### config.mk
export PLATFORM = sky130hd
export DESIGN_NAME = idex_operand_stage_flat
export DESIGN_NICKNAME = d
export VERILOG_FILES = /design/src/rtl/idex_operand_stage_if.sv /design/src/rtl/idex_operand_stage.sv /design/src/flat_wrapper.sv
export SDC_FILE = /design/constraint.sdc
export NUM_CORES = 1
export LEC_CHECK = 0
export CORE_ASPECT_RATIO = 0.5
export CORE_MARGIN = 4
export CORE_UTILIZATION = 46
export DETAILED_ROUTE_END_ITERATION = 8
export GPL_TIMING_DRIVEN = 0
export PLACE_DENSITY = 0.87
export SLEW_MARGIN = 0
export SYNTH_ARGS = -nofsm -noshare
export SYNTH_HDL_FRONTEND = slang
export SYNTH_SLANG_ARGS = --single-unit
### constraint.sdc
create_clock -name clk -period 7.9 [get_ports clk]
set_input_delay 2.37 -clock clk [delete_from_list [all_inputs] [get_ports clk]]
set_output_delay 2.37 -clock clk [all_outputs]
set_load 0.005 [all_outputs]
### src/rtl/idex_operand_stage_if.sv
// ID/EX operand stage bus: decode fields, forward sources and flush
// flow in; ALU operands, stall and registered controls flow out.
interface idex_operand_stage_if #(
    parameter int XLEN = 32
);
    logic            id_valid;
    logic [XLEN-1:0] id_pc;
    logic [XLEN-1:0] id_rs1_data;
    logic [XLEN-1:0] id_rs2_data;
    logic [XLEN-1:0] id_imm;
    logic [4:0]      id_rs1;
    logic [4:0]      id_rs2;
    logic [4:0]      id_rd;
    logic            id_uses_rs1;
    logic            id_uses_rs2;
    logic [3:0]      id_alu_control;
    logic            id_use_pc;
    logic            id_use_imm;
    logic            id_reg_write;
    logic            id_mem_read;
    logic            id_mem_write;
    logic            flush;
    logic [4:0]      exmem_rd;
    logic            exmem_reg_write;
    logic [XLEN-1:0] exmem_result;
    logic [4:0]      memwb_rd;
    logic            memwb_reg_write;
    logic [XLEN-1:0] memwb_result;

    logic            stall;
    logic            ex_valid;
    logic [XLEN-1:0] Arg1;
    logic [XLEN-1:0] Arg2;
    logic [3:0]      ALU_Control;
    logic [XLEN-1:0] ex_store_data;
    logic [4:0]      ex_rd;
    logic            ex_reg_write;
    logic            ex_mem_read;
    logic            ex_mem_write;

    modport slave (
        input  id_valid, id_pc, id_rs1_data, id_rs2_data, id_imm,
        input  id_rs1, id_rs2, id_rd, id_uses_rs1, id_uses_rs2,
        input  id_alu_control, id_use_pc, id_use_imm,
        input  id_reg_write, id_mem_read, id_mem_write, flush,
        input  exmem_rd, exmem_reg_write, exmem_result,
        input  memwb_rd, memwb_reg_write, memwb_result,
        output stall, ex_valid, Arg1, Arg2, ALU_Control,
        output ex_store_data, ex_rd,
        output ex_reg_write, ex_mem_read, ex_mem_write
    );

    modport master (
        output id_valid, id_pc, id_rs1_data, id_rs2_data, id_imm,
        output id_rs1, id_rs2, id_rd, id_uses_rs1, id_uses_rs2,
        output id_alu_control, id_use_pc, id_use_imm,
        output id_reg_write, id_mem_read, id_mem_write, flush,
        output exmem_rd, exmem_reg_write, exmem_result,
        output memwb_rd, memwb_reg_write, memwb_result,
        input  stall, ex_valid, Arg1, Arg2, ALU_Control,
        input  ex_store_data, ex_rd,
        input  ex_reg_write, ex_mem_read, ex_mem_write
    );
endinterface

### src/rtl/idex_operand_stage.sv
// ID/EX register and ALU operand select with forwarding and load-use stall.
// Ports: clk, rst (sync, active-high), bus (idex_operand_stage_if.slave).
module idex_operand_stage (
    input logic                 clk,
    input logic                 rst,
    idex_operand_stage_if.slave bus
);
    localparam int XLEN = 32;

    typedef struct packed {
        logic            valid;
        logic [XLEN-1:0] pc;
        logic [XLEN-1:0] rs1_data;
        logic [XLEN-1:0] rs2_data;
        logic [XLEN-1:0] imm;
        logic [4:0]      rs1;
        logic [4:0]      rs2;
        logic [4:0]      rd;
        logic [3:0]      alu_control;
        logic            use_pc;
        logic            use_imm;
        logic            reg_write;
        logic            mem_read;
        logic            mem_write;
    } stage_t;

    stage_t          ex;
    logic            hz;
    logic [XLEN-1:0] rs1_cap;
    logic [XLEN-1:0] rs2_cap;
    logic [XLEN-1:0] fwd_rs1;
    logic [XLEN-1:0] fwd_rs2;
    logic            wb_hit1;
    logic            wb_hit2;

    // Load in EX whose destination the decode instruction reads.
    assign hz = bus.id_valid && ex.valid && ex.mem_read
             && (ex.rd != 5'd0)
             && ((bus.id_uses_rs1 && (bus.id_rs1 == ex.rd))
              || (bus.id_uses_rs2 && (bus.id_rs2 == ex.rd)));

    // A flushed decode instruction is discarded, so holding it is moot.
    assign bus.stall = hz && !bus.flush;

    // Regfile write and read in the same cycle: take the value being written.
    assign wb_hit1 = bus.memwb_reg_write && (bus.memwb_rd != 5'd0)
                  && (bus.memwb_rd == bus.id_rs1);
    assign wb_hit2 = bus.memwb_reg_write && (bus.memwb_rd != 5'd0)
                  && (bus.memwb_rd == bus.id_rs2);
    assign rs1_cap = wb_hit1 ? bus.memwb_result : bus.id_rs1_data;
    assign rs2_cap = wb_hit2 ? bus.memwb_result : bus.id_rs2_data;

    always_ff @(posedge clk) begin
        if (rst || bus.flush || hz) begin
            ex <= '0;
        end else begin
            ex.valid       <= bus.id_valid;
            ex.pc          <= bus.id_pc;
            ex.rs1_data    <= rs1_cap;
            ex.rs2_data    <= rs2_cap;
            ex.imm         <= bus.id_imm;
            ex.rs1         <= bus.id_rs1;
            ex.rs2         <= bus.id_rs2;
            ex.rd          <= bus.id_rd;
            ex.alu_control <= bus.id_alu_control;
            ex.use_pc      <= bus.id_use_pc;
            ex.use_imm     <= bus.id_use_imm;
            ex.reg_write   <= bus.id_reg_write;
            ex.mem_read    <= bus.id_mem_read;
            ex.mem_write   <= bus.id_mem_write;
        end
    end

    // The younger producer (EX/MEM) takes priority; x0 is never forwarded.
    always_comb begin
        fwd_rs1 = ex.rs1_data;
        if ((ex.rs1 != 5'd0) && bus.exmem_reg_write
            && (bus.exmem_rd == ex.rs1))
            fwd_rs1 = bus.exmem_result;
        else if ((ex.rs1 != 5'd0) && bus.memwb_reg_write
                 && (bus.memwb_rd == ex.rs1))
            fwd_rs1 = bus.memwb_result;
    end

    always_comb begin
        fwd_rs2 = ex.rs2_data;
        if ((ex.rs2 != 5'd0) && bus.exmem_reg_write
            && (bus.exmem_rd == ex.rs2))
            fwd_rs2 = bus.exmem_result;
        else if ((ex.rs2 != 5'd0) && bus.memwb_reg_write
                 && (bus.memwb_rd == ex.rs2))
            fwd_rs2 = bus.memwb_result;
    end

    assign bus.Arg1          = ex.use_pc  ? ex.pc  : fwd_rs1;
    assign bus.Arg2          = ex.use_imm ? ex.imm : fwd_rs2;
    assign bus.ex_store_data = fwd_rs2;
    assign bus.ALU_Control   = ex.alu_control;
    assign bus.ex_valid      = ex.valid;
    assign bus.ex_rd         = ex.rd;
    assign bus.ex_reg_write  = ex.reg_write;
    assign bus.ex_mem_read   = ex.mem_read;
    assign bus.ex_mem_write  = ex.mem_write;
endmodule

### src/flat_wrapper.sv
// flat-port wrapper written by rule: the top's interface ports become plain ports
module idex_operand_stage_flat 
  (clk, rst, bus_id_valid, bus_id_pc, bus_id_rs1_data, bus_id_rs2_data, bus_id_imm, bus_id_rs1, bus_id_rs2, bus_id_rd, bus_id_uses_rs1, bus_id_uses_rs2, bus_id_alu_control, bus_id_use_pc, bus_id_use_imm, bus_id_reg_write, bus_id_mem_read, bus_id_mem_write, bus_flush, bus_exmem_rd, bus_exmem_reg_write, bus_exmem_result, bus_memwb_rd, bus_memwb_reg_write, bus_memwb_result, bus_stall, bus_ex_valid, bus_Arg1, bus_Arg2, bus_ALU_Control, bus_ex_store_data, bus_ex_rd, bus_ex_reg_write, bus_ex_mem_read, bus_ex_mem_write);
  idex_operand_stage_if bus_i ();
  input logic clk;
  input logic rst;
  input wire logic [$bits(bus_i.id_valid)-1:0] bus_id_valid;
  input wire logic [$bits(bus_i.id_pc)-1:0] bus_id_pc;
  input wire logic [$bits(bus_i.id_rs1_data)-1:0] bus_id_rs1_data;
  input wire logic [$bits(bus_i.id_rs2_data)-1:0] bus_id_rs2_data;
  input wire logic [$bits(bus_i.id_imm)-1:0] bus_id_imm;
  input wire logic [$bits(bus_i.id_rs1)-1:0] bus_id_rs1;
  input wire logic [$bits(bus_i.id_rs2)-1:0] bus_id_rs2;
  input wire logic [$bits(bus_i.id_rd)-1:0] bus_id_rd;
  input wire logic [$bits(bus_i.id_uses_rs1)-1:0] bus_id_uses_rs1;
  input wire logic [$bits(bus_i.id_uses_rs2)-1:0] bus_id_uses_rs2;
  input wire logic [$bits(bus_i.id_alu_control)-1:0] bus_id_alu_control;
  input wire logic [$bits(bus_i.id_use_pc)-1:0] bus_id_use_pc;
  input wire logic [$bits(bus_i.id_use_imm)-1:0] bus_id_use_imm;
  input wire logic [$bits(bus_i.id_reg_write)-1:0] bus_id_reg_write;
  input wire logic [$bits(bus_i.id_mem_read)-1:0] bus_id_mem_read;
  input wire logic [$bits(bus_i.id_mem_write)-1:0] bus_id_mem_write;
  input wire logic [$bits(bus_i.flush)-1:0] bus_flush;
  input wire logic [$bits(bus_i.exmem_rd)-1:0] bus_exmem_rd;
  input wire logic [$bits(bus_i.exmem_reg_write)-1:0] bus_exmem_reg_write;
  input wire logic [$bits(bus_i.exmem_result)-1:0] bus_exmem_result;
  input wire logic [$bits(bus_i.memwb_rd)-1:0] bus_memwb_rd;
  input wire logic [$bits(bus_i.memwb_reg_write)-1:0] bus_memwb_reg_write;
  input wire logic [$bits(bus_i.memwb_result)-1:0] bus_memwb_result;
  output wire logic [$bits(bus_i.stall)-1:0] bus_stall;
  output wire logic [$bits(bus_i.ex_valid)-1:0] bus_ex_valid;
  output wire logic [$bits(bus_i.Arg1)-1:0] bus_Arg1;
  output wire logic [$bits(bus_i.Arg2)-1:0] bus_Arg2;
  output wire logic [$bits(bus_i.ALU_Control)-1:0] bus_ALU_Control;
  output wire logic [$bits(bus_i.ex_store_data)-1:0] bus_ex_store_data;
  output wire logic [$bits(bus_i.ex_rd)-1:0] bus_ex_rd;
  output wire logic [$bits(bus_i.ex_reg_write)-1:0] bus_ex_reg_write;
  output wire logic [$bits(bus_i.ex_mem_read)-1:0] bus_ex_mem_read;
  output wire logic [$bits(bus_i.ex_mem_write)-1:0] bus_ex_mem_write;
  assign bus_i.id_valid = bus_id_valid;
  assign bus_i.id_pc = bus_id_pc;
  assign bus_i.id_rs1_data = bus_id_rs1_data;
  assign bus_i.id_rs2_data = bus_id_rs2_data;
  assign bus_i.id_imm = bus_id_imm;
  assign bus_i.id_rs1 = bus_id_rs1;
  assign bus_i.id_rs2 = bus_id_rs2;
  assign bus_i.id_rd = bus_id_rd;
  assign bus_i.id_uses_rs1 = bus_id_uses_rs1;
  assign bus_i.id_uses_rs2 = bus_id_uses_rs2;
  assign bus_i.id_alu_control = bus_id_alu_control;
  assign bus_i.id_use_pc = bus_id_use_pc;
  assign bus_i.id_use_imm = bus_id_use_imm;
  assign bus_i.id_reg_write = bus_id_reg_write;
  assign bus_i.id_mem_read = bus_id_mem_read;
  assign bus_i.id_mem_write = bus_id_mem_write;
  assign bus_i.flush = bus_flush;
  assign bus_i.exmem_rd = bus_exmem_rd;
  assign bus_i.exmem_reg_write = bus_exmem_reg_write;
  assign bus_i.exmem_result = bus_exmem_result;
  assign bus_i.memwb_rd = bus_memwb_rd;
  assign bus_i.memwb_reg_write = bus_memwb_reg_write;
  assign bus_i.memwb_result = bus_memwb_result;
  assign bus_stall = bus_i.stall;
  assign bus_ex_valid = bus_i.ex_valid;
  assign bus_Arg1 = bus_i.Arg1;
  assign bus_Arg2 = bus_i.Arg2;
  assign bus_ALU_Control = bus_i.ALU_Control;
  assign bus_ex_store_data = bus_i.ex_store_data;
  assign bus_ex_rd = bus_i.ex_rd;
  assign bus_ex_reg_write = bus_i.ex_reg_write;
  assign bus_ex_mem_read = bus_i.ex_mem_read;
  assign bus_ex_mem_write = bus_i.ex_mem_write;
  idex_operand_stage u_core (.clk(clk), .rst(rst), .bus(bus_i));
endmodule
-- Word level (Yosys, flattened, before mapping)
Index checks and enable logic that the tools add are counted.
- equality and inequality tests: 8
- muxes and demuxes: 8
- reductions and logical operators: 26
- operators with widths (cell ; count):
    two-way mux 32 bit ; 8
    equality test 5 bit ; 8
    nonzero test 5 bit ; 4
    logical AND 1 bit ; 18
    logical OR 1 bit ; 3
    zero test 1 bit ; 1
- flip-flop bits (word level): 153
- output and inout port bits: 110
- word-level logic and storage cells: 56

-- Depth between registers and ports, before layout
- depth after elaboration: 6
- gate-level depth with buffers: 8
- gate-level depth less buffers: 5

-- Worst setup path after synthesis
OpenSTA, ideal clock, no wires.
- path kind: input-to-output
- start: input bus_memwb_rd[3]
- end: output bus_Arg2[11]
- arrival: 3.701 ns
- data required time: 5.530 ns
- path slack: 1.829 ns
- cell stages on the path: 7
- path buffers: 2
- cell sequence: buf_6 -> xor2_1 -> nor3_2 -> nand4_1 -> buf_2 -> a221oi_1 -> o31ai_1
- word-level cells in the longest chain between the ends: 5
- RTL lines (element ; line ; RTL):
    start, declared ; flat_wrapper.sv:27 ; input wire logic [$bits(bus_i.memwb_rd)-1:0] bus_memwb_rd;
    equality test 5 bit ; idex_operand_stage.sv:91 ; && (bus.memwb_rd == ex.rs2))
    logical AND 1 bit ; idex_operand_stage.sv:91 ;
    two-way mux 32 bit ; idex_operand_stage.sv:90 ; else if ((ex.rs2 != 5'd0) && bus.memwb_reg_write
    two-way mux 32 bit ; idex_operand_stage.sv:87 ; if ((ex.rs2 != 5'd0) && bus.exmem_reg_write
    two-way mux 32 bit ; idex_operand_stage.sv:96 ; assign bus.Arg2 = ex.use_imm ? ex.imm : fwd_rs2;
    end, declared ; flat_wrapper.sv:33 ; output wire logic [$bits(bus_i.Arg2)-1:0] bus_Arg2;
No other way between the ends.

-- Final worst setup path
- start: input bus_memwb_reg_write
- end: output bus_Arg1[10]
- word-level cells in the longest chain between the ends: 5
- RTL lines (element ; line ; RTL):
    start, declared ; flat_wrapper.sv:28 ; input wire logic [$bits(bus_i.memwb_reg_write)-1:0] bus_memwb_reg_write;
    logical AND 1 bit ; idex_operand_stage.sv:80 ; else if ((ex.rs1 != 5'd0) && bus.memwb_reg_write
    logical AND 1 bit ; idex_operand_stage.sv:81 ; && (bus.memwb_rd == ex.rs1))
    two-way mux 32 bit ; idex_operand_stage.sv:80 ;
    two-way mux 32 bit ; idex_operand_stage.sv:77 ; if ((ex.rs1 != 5'd0) && bus.exmem_reg_write
    two-way mux 32 bit ; idex_operand_stage.sv:95 ; assign bus.Arg1 = ex.use_pc ? ex.pc : fwd_rs1;
    end, declared ; flat_wrapper.sv:32 ; output wire logic [$bits(bus_i.Arg1)-1:0] bus_Arg1;
No other way between the ends.

==> run metrics <==
GRT overflow 0; top-count cell post-synth dfxtp_1; # fillers 1,233; Hold Path Cell Cnt 5; Max Slew Vio Count 0; Pwr Total 2.15 mW; layout cell share with drive strength beyond 1 0.0979; die height 100 µm; Synth async-reset ratio 0; warnings from Yosys 0; period utilisation layout 0.965; CTS clock-pin slew for the worst setup and hold paths 0.07 ns; Buf/Inv on CP 3; GRT Resource Usage Total 0.291; Syn Inst Count between 800 and 900; Mapped Avg Cell Area 9.27 µm²; ys flop type dfxtp_1; R2R depth 7; hold_sp u_core.bus.ex_valid; top cells by area, synth dfxtp_1, mux2i_1, and2_1, nor2_1, a221oi_2; RSZ-0062 raised after global routing no; CTS tree done; Final min period 7.62 ns; post-CTS setup buffer count 0; wirelength, routed 29.1 mm; Post-synth EDFFs 0; antenna cell count 0; CORE AREA around 17,000 µm²; PortBufs 338; clock buffer depth 2; crit-path cells clkdlybuf4s50_1 > nand2_1 > nor3_4 > buf_8 > mux2i_1 > a222oi_1 > clkdlybuf4s50_1; synth unique cells between 40 and 50; HP Class reg -> reg; Top delay family on crit path buffers and inverters; # clock sinks 153; Final GP Congestion 0.907; pin count of the biggest net entering global routing 17; H-tree depth 4; sequential cell area a little over 3000 µm²; maxcap violations 0; normalized max-slew margin 0.405; sequential fraction of the synthesis area 0.390; top-area cell type share of the netlist area 0.390; Ports 344; element type at the critical path end primary output; Clock Latency Late Sink approximately 0.43 ns; Worst Path Required 5.53 ns; reg-to-reg slack, setup approximately 5.4 ns; achievable frequency 0.131 GHz; Setup TNS 0 ns; # hold bufs at CTS 0; pwr dens 176 nW/µm²; crit-path most repeated cell clkdlybuf4s50_1; Peak VDD IR 0.000160 V; Net Count, Synth 1,080; Reg-to-Reg End u_core.ex[148]; number of antenna-violating nets in the routed design 0; Fin Clk Skew 0.0120 ns; num rows 33; antenna violations before repair 0; residual DRC count 0; Slew @ Worst Pin 0.890 ns; Hold Path Sink u_core.ex[119]; die area 19,300 µm²; CP Class in -> out; vias in the first global route 7,959; status completed; final net count roughly 1.4k; CP peak stage delay 0.80 ns; Slowest-stage cell, CP clkdlybuf4s50_1; Via-to-Cell Ratio 5.43; CTS Buf Count 17; Multi-input gate area 4000 µm²; Worst Path Arrival 5.25 ns; post-CTS resize count 0; first-pass GRT wire length around 44 mm; Root Driver clkbuf_16; area delta synth->final 55.3%; synth cell count leaders dfxtp_1, nor2_1, mux2i_1, and2_1, inv_1; mapped cell area 7840 µm²; Initial Util 0.474; DRT iter0 DRCs 609; P_leak 4.62 nW; DP HPWL between 20 and 25 mm; drt wl/cell approximately 20 µm; Final setup viols 0; Yosys reg bits 153; Pre-Repair DR Iteration Count 8; cell taking the most area after synthesis dfxtp_1; Critical Path Fanout Max 10; r2r startpoint u_core.bus.ex_rd[3]; Hold Vio Cnt, Final 0; startpoint types input pin; Die X 193 µm; vias 7,837
## sequential cells by signal, indices dropped and copies added, names as in the netlist
signal	flops
u_core.bus.ex_mem_read	1
u_core.bus.ex_rd	5
u_core.bus.ex_valid	1
u_core.bus.ex_reg_write	1
u_core.ex	140
u_core.bus.ALU_Control	4
u_core.bus.ex_mem_write	1
## cell usage in the layout, fill, tap and decap left out, types with 27 or more instances in the layout
| master | Yosys | final |
|---|---|---|
| dfxtp_1 | 153 | 153 |
| nand2_1 | 39 | 39 |
| nor2_1 | 130 | 130 |
| inv_1 | 64 | 64 |
| and2_1 | 90 | 90 |
| and3_1 | 32 | 32 |
| clkdlybuf4s50_1 | 0 | 338 |
| o31ai_1 | 32 | 32 |
| a222oi_1 | 32 | 32 |
| mux2i_1 | 96 | 96 |
| clkbuf_1 | 26 | 27 |
## per-layer routing
layer  vias to the layer above  wire length, µm  GRT usage
met5                         -                0          0
met4                         0             1020      0.113
met3                        66             2000     0.0584
met2                       392            14200      0.493
met1                      3773            11900      0.368
li1                       3606                -          -
## cells by family after synthesis
| family | share of synthesized area |
|---|---|
| muxes | 0.123 |
| xor gates and xnor gates | 0.0463 |
| buffers and inverters | 0.0994 |
| and+or+nand+nor | 0.209 |
| DFF | 0.390 |
| AOI/OAI and AO/OA | 0.133 |
## tightest hold or removal path: cells and delay by family, from the launching register on
| kind | cells | cell delay, ns |
|---|---|---|
| flip-flops | 1 | 0.31 |
| buffers and inverters | 1 | 0.19 |
| AO/OA/AOI/OAI | 2 | 0.38 |
| AND/OR/NAND/NOR | 2 | 0.20 |
## through the flow
step | worst slack, ns | area (µm²) | hold WS, ns | util | cells
floorplan | 1.83 | 7840 | 0.969 | - | 846
global placement | 0.371 | 11500 | 1.11 | 0.695 | 1411
detailed placement | 0.335 | 11500 | 1.11 | 0.695 | 1411
CTS | 0.291 | 12200 | 1.11 | 0.736 | 1443
global route | 0.231 | 12200 | 1.16 | 0.736 | 1443
finish | 0.280 | 12200 | 1.11 | 0.736 | 1443
## report_power, final
| part | leakage (nW) | total, mW | internal, mW | switching [mW] |
|---|---|---|---|---|
| combinational | 3.04 | 0.387 | 0.235 | 0.152 |
| clock | 0.325 | 0.947 | 0.596 | 0.350 |
| sequential | 1.26 | 0.816 | 0.803 | 0.0130 |
## cell type report
class,count,share of cell area
Inverter,64,0.0197
Clock inverter,14,0.0198
Timing Repair Buffer,338,0.278
Sequential cell,153,0.251
Multi-Input combinational cell,553,0.328
Tap cell,227,0.0233
Buffer,76,0.0443
Clock buffer,18,0.0352
## worst max-delay path by stage
stage,slack [ns],start,to,depth (start not counted)
detailed placement,0.34,bus_memwb_reg_write,bus_Arg1[10],7
global placement,0.37,bus_memwb_reg_write,bus_Arg1[10],7
global route,0.23,bus_memwb_reg_write,bus_Arg1[10],7
CTS,0.29,bus_memwb_reg_write,bus_Arg1[10],7
floorplan,1.83,bus_memwb_rd[3],bus_Arg2[11],7
finish,0.28,bus_memwb_reg_write,bus_Arg1[10],7
No activity file was read; power rests on OpenSTA's default activity.
